[src/rtl/spi_master_tx.sv]
// SPI mode-0 master transmitter, MSB first. It takes bytes over a valid/ready
// handshake, samples MISO on each SCLK rise, and returns one received byte per
// transmitted byte. Back-to-back bytes keep CS_N low, and the CS setup, hold
// and idle times are programmable.
module spi_master_tx #(
  parameter int unsigned CLK_DIV  = 4,
  parameter int unsigned CS_SETUP = 2,
  parameter int unsigned CS_HOLD  = 2,
  parameter int unsigned CS_IDLE  = 2
) (
  input  logic       clk_in,
  input  logic       rst_in,
  input  logic       byte_valid_in,
  input  logic [7:0] byte_data_in,
  output logic       byte_ready_out,
  input  logic       spi_miso_in,
  output logic       spi_sclk_out,
  output logic       spi_mosi_out,
  output logic       spi_cs_n_out,
  output logic       rx_valid_out,
  output logic [7:0] rx_data_out,
  output logic       busy_out
);

  localparam int unsigned MAX_AB = (CLK_DIV > CS_SETUP) ? CLK_DIV : CS_SETUP;
  localparam int unsigned MAX_CD = (CS_HOLD > CS_IDLE) ? CS_HOLD : CS_IDLE;
  localparam int unsigned MAX_T  = (MAX_AB > MAX_CD) ? MAX_AB : MAX_CD;
  localparam int unsigned CW     = (MAX_T > 1) ? $clog2(MAX_T) : 1;

  localparam logic [CW-1:0] LAST_DIV   = CW'(CLK_DIV - 1);
  localparam logic [CW-1:0] LAST_SETUP = CW'(CS_SETUP - 1);
  localparam logic [CW-1:0] LAST_HOLD  = CW'(CS_HOLD - 1);
  localparam logic [CW-1:0] LAST_IDLE  = CW'(CS_IDLE - 1);

  typedef enum logic [2:0] {
    S_IDLE,
    S_SETUP,
    S_HIGH,
    S_LOW,
    S_HOLD,
    S_GAP
  } state_t;

  state_t        r_state;
  state_t        w_state_nxt;
  logic [CW-1:0] r_cnt;
  logic [CW-1:0] w_cnt_nxt;
  logic [2:0]    r_bit;
  logic [2:0]    w_bit_nxt;
  logic [7:0]    r_tx_sh;
  logic [7:0]    w_tx_sh_nxt;
  logic [7:0]    r_rx_sh;
  logic [7:0]    w_rx_sh_nxt;
  logic [7:0]    r_rx_data;
  logic [7:0]    w_rx_data_nxt;
  logic          r_rx_valid;
  logic          w_rx_valid_nxt;
  logic          r_ready;
  logic          w_ready_nxt;
  logic          r_sclk;
  logic          r_cs_n;
  logic          r_busy;
  logic          w_accept;

  // A byte is taken whenever upstream offers one while ready is shown.
  assign w_accept = byte_valid_in & r_ready;

  // Next-state, counters, shift registers and registered-output values.
  always_comb begin
    w_state_nxt    = r_state;
    w_cnt_nxt      = r_cnt + CW'(1);
    w_bit_nxt      = r_bit;
    w_tx_sh_nxt    = r_tx_sh;
    w_rx_sh_nxt    = r_rx_sh;
    w_rx_data_nxt  = r_rx_data;
    w_rx_valid_nxt = 1'b0;
    case (r_state)
      S_IDLE: begin
        w_cnt_nxt = '0;
        if (w_accept) begin
          w_state_nxt = S_SETUP;
          w_tx_sh_nxt = byte_data_in;
        end
      end
      S_SETUP: begin
        if (r_cnt == LAST_SETUP) begin
          w_state_nxt = S_HIGH;
          w_cnt_nxt   = '0;
          w_rx_sh_nxt = {r_rx_sh[6:0], spi_miso_in};
        end
      end
      S_HIGH: begin
        if (r_cnt == LAST_DIV) begin
          w_cnt_nxt = '0;
          // The 3-bit count wraps 7 -> 0 here, so a burst reload or a new
          // frame always starts from bit count 0 without the handshake
          // touching it.
          w_bit_nxt = r_bit + 3'd1;
          if (r_bit != 3'd7) begin
            w_state_nxt = S_LOW;
            w_tx_sh_nxt = {r_tx_sh[6:0], 1'b0};
          end else begin
            w_rx_valid_nxt = 1'b1;
            w_rx_data_nxt  = r_rx_sh;
            if (w_accept) begin
              w_state_nxt = S_LOW;
              w_tx_sh_nxt = byte_data_in;
            end else begin
              w_state_nxt = S_HOLD;
            end
          end
        end
      end
      S_LOW: begin
        if (r_cnt == LAST_DIV) begin
          w_state_nxt = S_HIGH;
          w_cnt_nxt   = '0;
          w_rx_sh_nxt = {r_rx_sh[6:0], spi_miso_in};
        end
      end
      S_HOLD: begin
        if (r_cnt == LAST_HOLD) begin
          w_state_nxt = S_GAP;
          w_cnt_nxt   = '0;
        end
      end
      S_GAP: begin
        if (r_cnt == LAST_IDLE) begin
          w_state_nxt = S_IDLE;
          w_cnt_nxt   = '0;
        end
      end
      default: begin
        w_state_nxt = S_IDLE;
        w_cnt_nxt   = '0;
      end
    endcase
    // Ready is registered, so it is derived from where the FSM is heading:
    // always in IDLE, and in the last HIGH cycle of the final bit (burst slot).
    w_ready_nxt = (w_state_nxt == S_IDLE) ||
                  ((w_state_nxt == S_HIGH) && (w_bit_nxt == 3'd7) &&
                   (w_cnt_nxt == LAST_DIV));
  end

  // State and registered outputs; synchronous reset drops everything to idle.
  always_ff @(posedge clk_in) begin
    if (rst_in) begin
      r_state    <= S_IDLE;
      r_cnt      <= '0;
      r_bit      <= '0;
      r_tx_sh    <= '0;
      r_rx_sh    <= '0;
      r_rx_data  <= '0;
      r_rx_valid <= 1'b0;
      r_ready    <= 1'b0;
      r_sclk     <= 1'b0;
      r_cs_n     <= 1'b1;
      r_busy     <= 1'b0;
    end else begin
      r_state    <= w_state_nxt;
      r_cnt      <= w_cnt_nxt;
      r_bit      <= w_bit_nxt;
      r_tx_sh    <= w_tx_sh_nxt;
      r_rx_sh    <= w_rx_sh_nxt;
      r_rx_data  <= w_rx_data_nxt;
      r_rx_valid <= w_rx_valid_nxt;
      r_ready    <= w_ready_nxt;
      r_sclk     <= (w_state_nxt == S_HIGH);
      r_cs_n     <= (w_state_nxt == S_IDLE) || (w_state_nxt == S_GAP);
      r_busy     <= (w_state_nxt != S_IDLE);
    end
  end

  assign byte_ready_out = r_ready;
  assign spi_sclk_out   = r_sclk;
  assign spi_mosi_out   = r_tx_sh[7];
  assign spi_cs_n_out   = r_cs_n;
  assign rx_valid_out   = r_rx_valid;
  assign rx_data_out    = r_rx_data;
  assign busy_out       = r_busy;

endmodule
[config.mk]
export PLATFORM = sky130hd
export DESIGN_NAME = spi_master_tx
export DESIGN_NICKNAME = d
export VERILOG_FILES = /design/src/rtl/spi_master_tx.sv
export SDC_FILE = /design/constraint.sdc
export NUM_CORES = 1
export LEC_CHECK = 0
export CELL_PAD_IN_SITES_DETAIL_PLACEMENT = 1
export CELL_PAD_IN_SITES_GLOBAL_PLACEMENT = 2
export CORE_UTILIZATION = 34
export CTS_BUF_LIST = sky130_fd_sc_hd__clkbuf_16
export DETAILED_ROUTE_END_ITERATION = 8
export PLACE_DENSITY = 0.85
export SYNTH_ARGS = -nofsm -noshare
export SYNTH_HDL_FRONTEND = slang
export SYNTH_SLANG_ARGS = --single-unit
[constraint.sdc]
create_clock -name clk_in -period 6.2 [get_ports clk_in]
set_input_delay 0.62 -clock clk_in [delete_from_list [all_inputs] [get_ports clk_in]]
set_output_delay 0.62 -clock clk_in [all_outputs]
set_load 0.005 [all_outputs]
## Word-level counts from Yosys, hierarchy flattened

Cells that the tools add are included.

- Add/sub/neg operators: 2
- Equality and inequality tests: 15
- Mux-type cells: 22
- Bitwise operators: 4
- Reductions and logical operators: 15

Operators by type and width:

| cell | count |
|---|---|
| two-way mux 8 bit | 5 |
| one-hot mux 8 bit (2 select lines) | 2 |
| two-way mux 3 bit | 10 |
| one-hot mux 3 bit (6 select lines) | 1 |
| equality test 3 bit, second input constant | 4 |
| equality test 3 x 2 -> 1 bit, second input constant | 3 |
| logical NOT 3 bit | 2 |
| != test 2 bit, second input constant | 3 |
| AND reduction 3 bit | 2 |
| OR reduction 3 bit | 2 |
| equality test 2 bit, second input constant | 2 |
| two-way mux 2 bit | 2 |
| one-hot mux 2 bit (2 select lines) | 1 |
| nonzero test 2 bit | 2 |
| adder 3 x 1 -> 3 bit, second input constant | 1 |
| equality test 3 x 1 -> 1 bit, second input constant | 1 |
| != test 3 bit, second input constant | 1 |
| inverter 1 bit | 3 |
| nonzero test 3 bit | 1 |
| adder 2 x 1 -> 2 bit, second input constant | 1 |
| equality test 2 x 1 -> 1 bit, second input constant | 1 |
| logical AND 1 bit | 2 |
| logical OR 1 bit | 2 |
| AND reduction 2 bit | 1 |
| other kinds (3) | 3 |

- Bits in registers: 37
- Input bits: 12
- Output and inout bits: 14
- Logic and storage cells: 69

## Longest topological paths before layout

Gate-level depths: netlist (run 1).

- Depth after elaboration: 9
- Mapped depth: 7
- Depth with buffers taken out: 6

## Worst setup path after synthesis (run 1)

Ideal clock, no wire load.

- Kind: register to register
- From: register r_bit[0]
- To: register r_tx_sh[0]
- Setup time: 0.132 ns
- Data arrival time: 2.081 ns
- Required time: 6.068 ns
- Slack: 3.987 ns
- Cell stages (with the launch flop): 8
- Path buffers: 1
- Period minus slack after synthesis: 2.213 ns
- Cells stage by stage: dfxtp_1 ha_1 ha_1 or4b_1 buf_2 a2111oi_4 nand2b_1 a21oi_1

- Longest elaborated chain between the ends: 4

Ends and longest elaborated chain:

| what | RTL line | source |
|---|---|---|
| start: declaration | 48 | `logic [2:0] r_bit;` |
| start signal: assignment | 162 | `r_bit <= w_bit_nxt;` |
| != test 3 bit | 99 | `if (r_bit != 3'd7) begin` |
| two-way mux 8 bit | 99 |  |
| two-way mux 8 bit | 93 | `if (r_cnt == LAST_DIV) begin` |
| one-hot mux 8 bit (2 select lines) | 77 | `case (r_state)` |
| end signal: assignment | 163 | `r_tx_sh <= w_tx_sh_nxt;` |
| end: declaration | 50 | `logic [7:0] r_tx_sh;` |

No other way between the ends. The select of a mux whose other input is x is not followed.
A chain may end at the register's enable or synchronous reset.

## Final worst setup path (run 1)

- From: register r_bit[0]
- To: register r_tx_sh[2]

Same word-level chain as after synthesis.

==> out/qor.yml, run 1 <==
final_util_pct: 46.7
reg2reg_to: "r_tx_sh[2]$_SDFFE_PP0P_"
coreArea_um2: 4500
rsz0062_at_grt: "no"
die_area_um2: 5130
routed_wl_mm: 4.05
synthTopCellsByArea: "dfxtp_1 45%, mux2i_1 6.7%, nor2_1 5.5%"
drive_gt1_share_pct: 6.70
period_share_pct: 44.8
firstDrtPassIters: 4
place.gp.congestion: 0.701
synthDistinctLibCells: 34
yosys_most_used_dff: "dfxtp_1"
n_antenna_cell: 0
max_freq_mhz: 360
slew_headroom_pct: 39.2
syn_avg_cell_area_um2: 8.87
postCtsSetupBuffers: 0
yosysWarnings: 0
clkTransAtPathRegs_ns: 0.06
rr_worst_depth: 6
outcome: "completed"
final_area_um2: 2100
hold_viol: 0
cp.arrival_ns: 2.95
nets: 225
criticalPathCategory: "reg2reg"
wl_per_cell_um: 15.5
dp_hpwl_mm: 2.85
rows: 24
die_h_um: 71.6
final.setup.tns_ns: 0
synthesis.nets: 203
vdd_drop_max_v: 0.000109
cts_resized: 0
pin_count: 26
grtUsageTotal_pct: 17.2
critical_path.endpoint: "r_tx_sh[2]$_SDFFE_PP0P_"
numCtsBuffers: 5
syn_inst: 186
vias: 1391
critPathRequiredTime_ns: 6.37
synthesis.area_um2: 1650
grt_overflow: 0
worstMarginPinSlew_ns: 0.900
crit_fanout: 14
grt_pass1_wl_mm: 6.84
clockRootBuffer: "clkbuf_16"
drv_cap: 0
critPathCaptureType: "flop"
powerDensity_nw_per_um2: 281
portBuffers: 25
hold_class: "reg2reg"
async_reset_ff_share_pct: 0
rrSetupSlack_ns: 3.42
drt_iter0_markers: 36
clock-sinks: 37
synth.largest_area_cell: "dfxtp_1"
synth_seq_cells: 37
cts_tree: "yes"
first_global_vias: 1496
placed_cell_area_um2: 1940
setup_viol: 0
vias_per_cell: 5.33
timing.rr.start: "r_bit[0]$_SDFF_PP0_"
slew_viol_final: 0
grt_max_degree: 38
dp_slack_ns: 3.43
yosysTopAreaCellShare_pct: 44.9
critPathLaunch: "r_bit[0]$_SDFF_PP0_"
setup_ws_ns: 3.42
fin_crit_ns: 2.78
syn2layout_area_growth_pct: 27.5
initial_core_util_pct: 36.6
die_w_um: 71.6
drc: 0
final_antenna_net_count: 0
cts_htree_levels: 2
cts_hold_buf: 0
ys_seq_area_share_pct: 44.9
clk_latency_ns: 0.28
antenna_found_initial: 0
synth_edf_count: 0
leakage_uw: 0.000700
fin_skew_ns: 0.00642
layout_commonest_cell: "dfxtp_1"
start_kind: "flop"
final_cell_mix: "37 x dfxtp_1, 25 x clkdlybuf4s50_1, 24 x nor2_1"
max-clock-path-buffers: 2
## cell usage after synthesis (all sizes together) (4+ instances only)
library cell,n
a211oi,8
a21oi,13
buf,4
clkbuf,8
dfxtp,37
ha,5
inv,4
mux2i,11
nand2,13
nand2b,4
nand3,12
nor2,24
nor2b,4
o21ai,10
or3,8
## critical path, stage by stage (launching register included)
cell       delay [ns]
dfxtp_1          0.34
ha_1             0.21
ha_1             0.35
or4b_1           0.75
a2111oi_4        0.62
nor2_1           0.12
a211oi_1         0.28
## worst min-delay path by stage
stage | startpoint | end | slack (ns) | cells after the start
after floorplan | r_rx_sh[7]$_SDFFE_PP0P_ | rx_data_out[7]$_SDFFE_PP0P_ | 0.44 | 2
after global placement | rx_data_out[5]$_SDFFE_PP0P_ | rx_data_out[5]$_SDFFE_PP0P_ | 0.44 | 2
after detailed placement | rx_data_out[2]$_SDFFE_PP0P_ | rx_data_out[2]$_SDFFE_PP0P_ | 0.45 | 2
after CTS | rx_data_out[2]$_SDFFE_PP0P_ | rx_data_out[2]$_SDFFE_PP0P_ | 0.46 | 2
after global routing | rx_data_out[7]$_SDFFE_PP0P_ | rx_data_out[7]$_SDFFE_PP0P_ | 0.48 | 2
final | rx_data_out[5]$_SDFFE_PP0P_ | rx_data_out[5]$_SDFFE_PP0P_ | 0.46 | 2
## report_power, final
part / leakage, µW / internal (µW) / switching [µW]
clock network: 0.0000775 / 188 / 95.0
logic: 0.000322 / 26.6 / 26.0
registers: 0.000300 / 247 / 7.45
## layout make-up
class / count / area, µm²
multi-input cells: 133 / 851
clock buffers: 5 / 125
repair buffers: 27 / 265
inverters: 4 / 15.0
fillers: 514 / 2400
well taps: 52 / 65.1
flip-flops and latches: 37 / 741
clock inverters: 3 / 41.3
## metrics by stage
stage / hold slack, ns / total power, µW / instances
after floorplan: 0.443 / 290 / 186
after global placement: 0.443 / 309 / 253
after detailed placement: 0.449 / 313 / 253
after CTS: 0.459 / 598 / 261
after global routing: 0.481 / 615 / 261
final: 0.457 / 590 / 261
## kinds of logic (layout without fill, tap and decap cells)
kind of cell    count (synthesis)  count (layout)  share of synthesized area [%]
compound gates                 40              40                           16.7
xor+xnor                        1               1                          0.531
fa+ha+maj                       5               5                           3.79
buf+inv                        16              39                           3.87
flops                          37              37                           44.9
mux                            11              11                           6.68
simple gates                   76              76                           23.5
## metal layers
layer	GRT usage, %	vias up	part of all wire, %	wire (µm)
met1	19.7	671	46	1880
met3	4.22	5	2.6	106
met4	7.84	0	1.9	76
li1	-	698	-	-
met5	0	-	0	0
met2	30.2	17	49	1990
## state kept, by name (all words and copies together), names as in the netlist
| name | count |
|---|---|
| r_rx_sh | 8 |
| r_tx_sh | 8 |
| rx_data_out | 8 |
| r_bit | 3 |
| r_state | 3 |
| r_cnt | 2 |
| busy_out | 1 |
| byte_ready_out | 1 |
| rx_valid_out | 1 |
| spi_cs_n_out | 1 |
| spi_sclk_out | 1 |
No activity file was read; power rests on OpenSTA's default activity.
==> run 2: changes to the inputs <==
- CORE_UTILIZATION: 34 -> 32
- PLACE_DENSITY: 0.85 -> 0.8
- clock period: 6.2 -> 2.9 ns (I/O delays scaled with it)
==> run 2 against run 1 <==
  * Sequential share of layout area shrank 0.17 points
  * Register-to-register slack lost 3.0 ns
  * Global-route usage shrank 0.92 points
  * Largest power group is now sequential cells
  * Non-clock buffer count grew 2
  * Critical path type unchanged
  * Critical endpoint is now r_tx_sh[3]$_SDFFE_PP0P_
  * Via count grew 2.4%
==> out/qor.yml, run 2 (synthesis gave the netlist of run 1 again) <==
coreArea_um2: 4850  # was 4500 µm²
powerDensity_nw_per_um2: 555  # was 281 nW/µm²
numCtsBuffers: 5  # unchanged
vias: 1424  # was 1391
p_sw_uw: 272  # was 128 µW
final_cell_mix: "37 x dfxtp_1, 25 x clkdlybuf4s50_1, 24 x nor2_1"  # unchanged
initial_core_util_pct: 34.0  # was 36.6%
cts_htree_levels: 2  # unchanged
cts_tree: "yes"  # unchanged
die_h_um: 73.8  # was 71.6 µm
final.setup.tns_ns: 0  # unchanged
grtUsageTotal_pct: 16.3  # was 17.2%
grt_max_degree: 38  # unchanged
start_kind: "flop"  # unchanged
pin_count: 26  # unchanged
die_w_um: 73.8  # was 71.6 µm
vdd_drop_max_v: 0.000240  # was 0.000109 V
comb_power_share_pct: 9.8  # was 8.9%
n_antenna_cell: 0  # unchanged
nets: 227  # was 225
clock-sinks: 37  # unchanged
drv_cap: 0  # unchanged
clkTransAtPathRegs_ns: 0.06  # about the same
antenna_found_initial: 0  # unchanged
rows: 25  # was 24
internal-power_uw: 900  # was 462 µW
cts_resized: 0  # unchanged
period_share_pct: 87.1  # was 44.8%
wl_per_cell_um: 14.4  # was 15.5 µm
firstDrtPassIters: 6  # was 4
slew_viol_final: 0  # unchanged
n_fill_cell: 566  # was 514
p_seq_share_pct: 46.4  # was 43.1%
criticalPathCategory: "reg2reg"  # unchanged
first_global_vias: 1458  # was 1496
max-clock-path-buffers: 2  # unchanged
hold_class: "reg2reg"  # unchanged
hold_viol: 0  # unchanged
outcome: "completed"  # unchanged
drc: 0  # unchanged
postCtsSetupBuffers: 0  # unchanged
pwr-share-clk_pct: 43.8  # was 47.9%
crit_fanout: 9  # was 14
syn2layout_area_growth_pct: 28.1  # was 27.5%
multiInputGateArea_um2: 851  # unchanged
regArea_um2: 741  # unchanged
setup_viol: 0  # unchanged
worstMarginPinSlew_ns: 0.866  # was 0.900 ns
clk_latency_ns: 0.27  # was 0.28 ns
critPathRequiredTime_ns: 3.07  # was 6.37 ns
clockRootBuffer: "clkbuf_16"  # unchanged
swShare_pct: 23.2  # was 21.8%
grt_overflow: 0  # unchanged
fin_crit_ns: 2.53  # was 2.78 ns
slew_headroom_pct: 41.8  # was 39.2%
total_power_uw: 1170  # was 590 µW
place.gp.congestion: 0.759  # was 0.701
drt_iter0_markers: 75  # was 36
layout_commonest_cell: "dfxtp_1"  # unchanged
die_area_um2: 5440  # was 5130 µm²
leakage_uw: 0.000704  # was 0.000700 µW
dp_hpwl_mm: 2.91  # was 2.85 mm
holdWs_ns: 0.458  # was 0.457 ns
portBuffers: 25  # unchanged
cp.arrival_ns: 2.70  # was 2.95 ns
fin_skew_ns: 0.00307  # was 0.00642 ns
cts_hold_buf: 0  # unchanged
vias_per_cell: 5.12  # was 5.33
routed_wl_mm: 4.00  # was 4.05 mm
grt_pass1_wl_mm: 6.71  # was 6.84 mm
critPathCaptureType: "flop"  # unchanged
drive_gt1_share_pct: 7.58  # was 6.70%
rsz0062_at_grt: "no"  # unchanged
max_freq_mhz: 396  # was 360 MHz
final_antenna_net_count: 0  # unchanged
## run 2: power groups by stage
stage | clock, µW | sequential, µW | combinational, µW
CTS | 533 | 544 | 115
finish | 514 | 544 | 114
detailed placement | 0 | 555 | 114
global placement | 0 | 554 | 108
floorplan | 0 | 548 | 71.6
global route | 553 | 546 | 126
## run 2: stage by stage
stage	cells	instance area [µm²]	worst slack (ns)	utilization, %
floorplan	186	1650	0.687	-
global placement	270	1970	0.548	40.6
detailed placement	270	1970	0.379	40.6
CTS	278	2110	0.358	43.6
global route	278	2110	0.195	43.6
finish	278	2110	0.373	43.6
## run 2: final timing paths
kind                               start                     endpoint  slack, ns  cells past startpoint
max reg2reg          r_bit[0]$_SDFF_PP0_      r_tx_sh[3]$_SDFFE_PP0P_       0.37                      6
min reg2reg  rx_data_out[0]$_SDFFE_PP0P_  rx_data_out[0]$_SDFFE_PP0P_       0.46                      2
min          rx_data_out[0]$_SDFFE_PP0P_  rx_data_out[0]$_SDFFE_PP0P_       0.46                      2
max                  r_bit[0]$_SDFF_PP0_      r_tx_sh[3]$_SDFFE_PP0P_       0.37                      6
## run 2: area by class of cell
| type | count | area share (%) |
|---|---|---|
| Multi-Input combinational cell | 133 | 40.3 |
| Sequential cell | 37 | 35.1 |
| Timing Repair Buffer | 29 | 13.3 |
| Clock buffer | 5 | 5.92 |
| Tap cell | 67 | 3.97 |
| Clock inverter | 3 | 0.829 |
| Inverter | 4 | 0.710 |
## run 2: per-layer routing
layer	part of all wire, %	vias to the layer above	GRT usage, %
met3	2.5	5	3.43
met4	1.1	0	6.41
li1	-	712	-
met1	47	688	20.0
met5	0	-	0
met2	49	19	27.6
## run 2: worst max-delay path, cell delays in order (launching register included)
cell and delay (ns):
dfxtp_1 0.33, ha_1 0.21, ha_1 0.19, or4b_1 0.70, a2111oi_4 0.62, nor2_1 0.10, a211oi_1 0.28
